$ cat src/rtl/ps2_keys_pkg.sv
// Purpose: shared PS/2 set-2 scan codes, numeric-field state encoding and BCD helper.
// Latency: none (constants and constant functions only).
// Backpressure: not applicable.
package ps2_keys_pkg;

  // Set-2 make codes for the main-row digit keys
  localparam logic [7:0] KEY_0 = 8'h45;
  localparam logic [7:0] KEY_1 = 8'h16;
  localparam logic [7:0] KEY_2 = 8'h1E;
  localparam logic [7:0] KEY_3 = 8'h26;
  localparam logic [7:0] KEY_4 = 8'h25;
  localparam logic [7:0] KEY_5 = 8'h2E;
  localparam logic [7:0] KEY_6 = 8'h36;
  localparam logic [7:0] KEY_7 = 8'h3D;
  localparam logic [7:0] KEY_8 = 8'h3E;
  localparam logic [7:0] KEY_9 = 8'h46;

  // Prefix and editing keys
  localparam logic [7:0] KEY_BREAK = 8'hF0;
  localparam logic [7:0] KEY_EXT   = 8'hE0;
  localparam logic [7:0] KEY_ENTER = 8'h5A;
  localparam logic [7:0] KEY_BKSP  = 8'h66;
  localparam logic [7:0] KEY_ESC   = 8'h76;

  typedef enum logic [1:0] {
    ST_IDLE,
    ST_EDIT,
    ST_BREAK,
    ST_CONVERT
  } field_state_t;

  // Integer to BCD, four nibbles (largest supported field); callers keep the low DIGITS nibbles.
  function automatic logic [15:0] to_bcd(input int unsigned val);
    logic [15:0] r;
    int unsigned v;
    r = '0;
    v = val;
    for (int i = 0; i < 4; i++) begin
      r[4*i +: 4] = 4'(v % 10);
      v = v / 10;
    end
    return r;
  endfunction

  // Digit decode: {is_digit, value}
  function automatic logic [4:0] key_digit(input logic [7:0] code);
    case (code)
      KEY_0:   return 5'h10;
      KEY_1:   return 5'h11;
      KEY_2:   return 5'h12;
      KEY_3:   return 5'h13;
      KEY_4:   return 5'h14;
      KEY_5:   return 5'h15;
      KEY_6:   return 5'h16;
      KEY_7:   return 5'h17;
      KEY_8:   return 5'h18;
      KEY_9:   return 5'h19;
      default: return 5'h00;
    endcase
  endfunction

endpackage

$ cat src/rtl/bcd_to_seg7.sv
// Purpose: one BCD digit to active-low seven-segment pattern (gfedcba), with blanking.
// Latency: combinational.
// Backpressure: not applicable.
module bcd_to_seg7 (
  input  logic [3:0] bcd,
  input  logic       blank,
  output logic [6:0] seg
);

  // Segment lookup; non-decimal codes and blanked positions show all segments off
  always_comb begin
    seg = 7'h7F;
    if (!blank) begin
      case (bcd)
        4'd0:    seg = 7'h40;
        4'd1:    seg = 7'h79;
        4'd2:    seg = 7'h24;
        4'd3:    seg = 7'h30;
        4'd4:    seg = 7'h19;
        4'd5:    seg = 7'h12;
        4'd6:    seg = 7'h02;
        4'd7:    seg = 7'h78;
        4'd8:    seg = 7'h00;
        4'd9:    seg = 7'h10;
        default: seg = 7'h7F;
      endcase
    end
  end

endmodule

$ cat src/rtl/ps2_numeric_field.sv
// Purpose: PS/2 decimal entry field with backspace/escape, convert-on-Enter, range clamp and 7-seg drive.
// Latency: key byte acts one edge after its strobe; Enter commits DIGITS+1 edges after its strobe.
// Backpressure: none; the byte stream cannot be stalled, bytes arriving while converting are dropped.
module ps2_numeric_field
  import ps2_keys_pkg::*;
#(
  parameter int DIGITS    = 3,
  parameter int WIDTH     = 10,
  parameter int MIN_VAL   = 1,
  parameter int MAX_VAL   = 999,
  parameter int INIT_VAL  = 120,
  parameter int BLINK_DIV = 1_250_000
) (
  input  logic                  CLOCK_50,
  input  logic                  nReset,
  input  logic                  Enable,
  input  logic [7:0]            data,
  input  logic                  data_en,
  output logic [WIDTH-1:0]      Value,
  output logic                  Commit,
  output logic                  Error,
  output logic                  Editing,
  output logic                  Blink,
  output logic [7*DIGITS-1:0]   HEX
);

  localparam int BW  = 4 * DIGITS;
  localparam int BCW = $clog2(BLINK_DIV + 1);
  localparam logic [BW-1:0] INIT_BCD = BW'(to_bcd(INIT_VAL));
  localparam logic [BW-1:0] MIN_BCD  = BW'(to_bcd(MIN_VAL));
  localparam logic [BW-1:0] MAX_BCD  = BW'(to_bcd(MAX_VAL));
  localparam logic [2:0]    CNT_MAX  = 3'(DIGITS);
  localparam logic [1:0]    LAST_STEP = 2'(DIGITS - 1);

  field_state_t     state_q, state_d;
  logic [BW-1:0]    buf_q, buf_d;
  logic [2:0]       cnt_q, cnt_d;
  logic [BW-1:0]    acc_q, acc_d;
  logic [1:0]       step_q, step_d;
  logic [WIDTH-1:0] value_q, value_d;
  logic [BW-1:0]    shadow_q, shadow_d;
  logic             commit_q, commit_d;
  logic             error_q, error_d;
  logic [BCW-1:0]   blink_cnt_q, blink_cnt_d;
  logic             blink_q, blink_d;

  logic [4:0]  key_dig;
  logic [3:0]  nib;
  logic [31:0] acc_wide;
  logic        editing;

  assign editing = (state_q == ST_EDIT) || (state_q == ST_CONVERT);

  // State, buffer, accumulator and committed-value registers
  always_ff @(posedge CLOCK_50 or negedge nReset) begin
    if (!nReset) begin
      state_q     <= ST_IDLE;
      buf_q       <= '0;
      cnt_q       <= '0;
      acc_q       <= '0;
      step_q      <= '0;
      value_q     <= WIDTH'(INIT_VAL);
      shadow_q    <= INIT_BCD;
      commit_q    <= 1'b0;
      error_q     <= 1'b0;
      blink_cnt_q <= '0;
      blink_q     <= 1'b1;
    end else begin
      state_q     <= state_d;
      buf_q       <= buf_d;
      cnt_q       <= cnt_d;
      acc_q       <= acc_d;
      step_q      <= step_d;
      value_q     <= value_d;
      shadow_q    <= shadow_d;
      commit_q    <= commit_d;
      error_q     <= error_d;
      blink_cnt_q <= blink_cnt_d;
      blink_q     <= blink_d;
    end
  end

  // Next-state: key handling in EDIT, MSB-first decimal accumulation in CONVERT, abort on Enable low
  always_comb begin
    state_d  = state_q;
    buf_d    = buf_q;
    cnt_d    = cnt_q;
    acc_d    = acc_q;
    step_d   = step_q;
    value_d  = value_q;
    shadow_d = shadow_q;
    commit_d = 1'b0;
    error_d  = 1'b0;

    key_dig = key_digit(data);

    // Nibble for this conversion step, most significant first
    nib = '0;
    for (int i = 0; i < DIGITS; i++) begin
      if (step_q == 2'(DIGITS - 1 - i)) nib = buf_q[4*i +: 4];
    end
    acc_wide = 32'(acc_q) * 32'd10 + 32'(nib);

    if ((state_q != ST_IDLE) && !Enable) begin
      state_d = ST_IDLE;
      buf_d   = '0;
      cnt_d   = '0;
    end else begin
      case (state_q)
        ST_IDLE: begin
          if (Enable) begin
            state_d = ST_EDIT;
            buf_d   = '0;
            cnt_d   = '0;
          end
        end
        ST_EDIT: begin
          if (data_en) begin
            if (key_dig[4]) begin
              if (cnt_q == CNT_MAX) begin
                error_d = 1'b1;
              end else begin
                buf_d = (buf_q << 4) | BW'(key_dig[3:0]);
                cnt_d = cnt_q + 3'd1;
              end
            end else begin
              case (data)
                KEY_BREAK: state_d = ST_BREAK;
                // Extended prefix carries no meaning here; the following byte is decoded normally
                KEY_EXT: ;
                KEY_BKSP: begin
                  if (cnt_q == 3'd0) begin
                    error_d = 1'b1;
                  end else begin
                    buf_d = buf_q >> 4;
                    cnt_d = cnt_q - 3'd1;
                  end
                end
                KEY_ESC: begin
                  buf_d = '0;
                  cnt_d = '0;
                end
                KEY_ENTER: begin
                  if (cnt_q != 3'd0) begin
                    state_d = ST_CONVERT;
                    acc_d   = '0;
                    step_d  = '0;
                  end
                end
                default: ;
              endcase
            end
          end
        end
        ST_BREAK: begin
          if (data_en) state_d = ST_EDIT;
        end
        ST_CONVERT: begin
          acc_d  = acc_wide[BW-1:0];
          step_d = step_q + 2'd1;
          if (step_q == LAST_STEP) begin
            commit_d = 1'b1;
            if (acc_wide < 32'(MIN_VAL)) begin
              value_d  = WIDTH'(MIN_VAL);
              shadow_d = MIN_BCD;
              error_d  = 1'b1;
            end else if (acc_wide > 32'(MAX_VAL)) begin
              value_d  = WIDTH'(MAX_VAL);
              shadow_d = MAX_BCD;
              error_d  = 1'b1;
            end else begin
              value_d  = WIDTH'(acc_wide);
              shadow_d = buf_q;
            end
            buf_d   = '0;
            cnt_d   = '0;
            state_d = ST_EDIT;
          end
        end
        default: state_d = ST_IDLE;
      endcase
    end
  end

  // Blink divider: free-runs while editing, parked at count 0 / LED on otherwise
  always_comb begin
    blink_cnt_d = '0;
    blink_d     = 1'b1;
    if (editing) begin
      if (blink_cnt_q == BCW'(BLINK_DIV - 1)) begin
        blink_cnt_d = '0;
        blink_d     = ~blink_q;
      end else begin
        blink_cnt_d = blink_cnt_q + 1'b1;
        blink_d     = blink_q;
      end
    end
  end

  assign Value   = value_q;
  assign Commit  = commit_q;
  assign Error   = error_q;
  assign Editing = editing;
  assign Blink   = editing ? blink_q : 1'b1;

  // Display: committed shadow when idle, otherwise the typed digits with unused positions blank
  for (genvar g = 0; g < DIGITS; g++) begin : g_seg
    logic [3:0] seg_nib;
    logic       seg_blank;
    assign seg_nib   = (state_q == ST_IDLE) ? shadow_q[4*g +: 4] : buf_q[4*g +: 4];
    assign seg_blank = (state_q != ST_IDLE) && (cnt_q <= 3'(g));
    bcd_to_seg7 u_seg (
      .bcd   (seg_nib),
      .blank (seg_blank),
      .seg   (HEX[7*g +: 7])
    );
  end

endmodule

$ cat config.mk
export PLATFORM = sky130hd
export DESIGN_NAME = ps2_numeric_field
export DESIGN_NICKNAME = d
export VERILOG_FILES = /design/src/rtl/ps2_keys_pkg.sv /design/src/rtl/bcd_to_seg7.sv /design/src/rtl/ps2_numeric_field.sv
export SDC_FILE = /design/constraint.sdc
export NUM_CORES = 1
export LEC_CHECK = 0
export CAP_MARGIN = 20
export CORE_UTILIZATION = 45
export DETAILED_ROUTE_END_ITERATION = 8
export HOLD_SLACK_MARGIN = 0.08
export SLEW_MARGIN = 10
export SYNTH_ARGS = -nofsm -noshare
export SYNTH_HDL_FRONTEND = slang
export SYNTH_SLANG_ARGS = --single-unit
$ cat constraint.sdc
create_clock -name CLOCK_50 -period 6.3 [get_ports CLOCK_50]
set_clock_uncertainty 0.1 [all_clocks]
set_input_delay 1.26 -clock CLOCK_50 [delete_from_list [all_inputs] [get_ports CLOCK_50]]
set_output_delay 1.26 -clock CLOCK_50 [all_outputs]
set_load 0.02 [all_outputs]
==> results.json <==
{
  "outcome": "finished, final reports clean",
  "seq_area_frac_synth_pct": 33.30,
  "mappedNetlistArea_um2": 5813,
  "rows": 41,
  "grt_overflow_total": 0,
  "post_cts_resized": 0,
  "yosysUniqueCellTypes": 83,
  "drc": 0,
  "relSlewSlack_pct": 48.99,
  "finalNetCount": 753,
  "insertion_delay_ns": 0.34,
  "power_density_nw_per_um2": 310.3,
  "min_path_type": "reg -> reg",
  "yosys.area.top_type": "dfrtp_1",
  "via_count": 4909,
  "die_area_um2": 13380,
  "cp-start-kind": "flop",
  "yosys_warnings": 0,
  "io-pin-count": 47,
  "syn_nets": 720,
  "cts_max_path_buffers": 2,
  "r2r_setup_slack_ns": 2.08,
  "dp_hpwl_um": 10250,
  "numCtsBuffers": 9,
  "die_h_um": 115.7,
  "drv_slew": 0,
  "yosysMostFrequentCell": "nand2_1",
  "coreArea_um2": 12620,
  "yosys-top-cells-area": "dfrtp_1 (30%), ha_1 (10%), nand2_1 (5.6%)",
  "syn_to_final_growth_pct": 15.60,
  "totalPowerFinal_w": 0.002085,
  "async_flop_share_pct": 100.0,
  "synth_commonest_cells": "nand2_1 (86), dfrtp_1 (70), o21ai_0 (49)",
  "drt_iter0_markers": 363,
  "wl_per_cell_um": 15.98,
  "rsz0062_at_grt": "no",
  "worstPathArrival_ns": 3.19,
  "ant_nets": 0,
  "synth_ff_type": "dfrtp_1",
  "gp_congestion": 0.8729,
  "ys_ff_latch": 77,
  "grt_pass1_vias": 4734,
  "synth_edf_count": 0,
  "crit_path_max_fanout": 18,
  "critPathCaptureType": "output pin",
  "critical_path.startpoint": "state_q[0]",
  "ir_drop_uv": 302.6,
  "r2r-start": "step_q[0]",
  "worstPathRequired_ns": 4.94,
  "die_w_um": 115.7,
  "hold_buffers": 0,
  "dr.pass1.iters": 4,
  "antenna_found_initial": 0,
  "wirelength_um": 13870,
  "antennaDiodeCount": 0,
  "finalCritPeriodShare_pct": 72.27,
  "grt_pass1_wl_um": 23230,
  "drive_above_1_share_pct": 8.477,
  "via_per_inst": 5.656,
  "syn_inst": 658,
  "setup_slack_ns": 1.747,
  "worst_pin_slew_ns": 0.7652,
  "crit_type": "reg -> out",
  "path_clk_slew_ns": 0.07,
  "period_needed_ns": 4.553,
  "tritoncts": "yes",
  "setup_viol": 0,
  "setup_tns_ns": 0,
  "syn_avg_cell_area_um2": 8.834,
  "gr-usage-all-layers_pct": 22.21,
  "place_ws_ns": 1.861,
  "cts_setup_buffers": 0,
  "start_util_pct": 46.06,
  "grt_max_degree": 78,
  "finish.utilization_pct": 53.25,
  "io_buffers": 46,
  "finalHoldViolCount": 0,
  "p_leak_nw": 3.081,
  "cap_violations": 0,
  "max_freq_mhz": 219.6,
  "min_from": "blink_cnt_q[0]",
  "cts_root_buf": "clkbuf_16",
  "clkSinkCount": 77,
  "htree_levels": 3,
  "synth.top_cell.area_share_pct": 30.13
}
[cells in the final DEF, fill, tap and decap left out, types with 14 or more instances in the layout]
| master | n |
|---|---|
| nand2_1 | 86 |
| mux2i_1 | 19 |
| clkdlybuf4s50_1 | 45 |
| a22o_1 | 14 |
| nor2_1 | 48 |
| nand2b_1 | 14 |
| nand3_1 | 25 |
| xnor2_1 | 26 |
| a21oi_1 | 24 |
| ha_1 | 48 |
| inv_1 | 24 |
| o21ai_0 | 49 |
| dfrtp_1 | 70 |
[metal layers]
layer  vias to the layer above  wire [um]  global-route usage, %
met1                      2379       6817                  31.42
met4                         0        161                  5.812
met5                         -          0                      0
met3                        10        553                  4.446
met2                        92       6336                  34.73
li1                       2428          -                      -
[worst paths after layout]
kind,endpoint,cells past startpoint
setup reg to reg,shadow_q[6],15
hold reg to reg,blink_cnt_q[0],1
max in group asynchronous,shadow_q[5],2
hold / removal,blink_cnt_q[0],1
min in group asynchronous,cnt_q[0],1
setup / recovery,HEX[17],8
[stage by stage]
step | area, um2 | hold slack, ns | instances
global route | 6720 | 0.3951 | 868
global placement | 6391 | 0.3465 | 851
floorplan | 5813 | 0.3251 | 658
CTS | 6693 | 0.3653 | 867
finish | 6720 | 0.3624 | 868
detailed placement | 6391 | 0.3516 | 851
[registers in the layout, summed over array words and instances (netlist names)]
| name | cells |
|---|---|
| blink_cnt_q | 21 |
| Commit | 1 |
| shadow_q | 12 |
| acc_q | 12 |
| blink_q | 1 |
| Value | 10 |
| state_q | 2 |
| cnt_q | 3 |
| Error | 1 |
| buf_q | 12 |
| step_q | 2 |
[worst max-delay path: stages (launching register included)]
cell,delay [ns]
dfrtp_1,0.53
nor2_1,0.15
buf_4,0.30
mux2i_1,0.58
ha_1,0.35
nor2_1,0.11
a21oi_1,0.05
o21ai_0,0.16
clkdlybuf4s50_1,0.62
[kinds of logic after synthesis]
| family | after synthesis | share of synthesized area [%] |
|---|---|---|
| compound gates | 164 | 19.63 |
| xor+xnor | 40 | 6.156 |
| fa+ha+maj | 50 | 11.02 |
| buf+inv | 51 | 3.444 |
| flops | 77 | 33.30 |
| mux | 26 | 4.628 |
| simple gates | 250 | 21.83 |
[power breakdown]
| part | internal [W] | switching (W) |
|---|---|---|
| Combinational | 0.000408 | 0.000546 |
| Sequential | 0.000549 | 0.0000551 |
| Clock | 0.000308 | 0.000220 |
| Total | 0.00126 | 0.000821 |
[area by class of cell]
class                      instances  area (um2)
clock inverter                     7       76.32
clock buffer                       9       225.2
timing repair buffer              49       500.5
fill                            1254        5899
multi-input combinational        530        3677
sequential                        77        1936
tap                              172       215.2
inverter                          24       90.09
No activity file was read; power rests on OpenSTA's default activity.
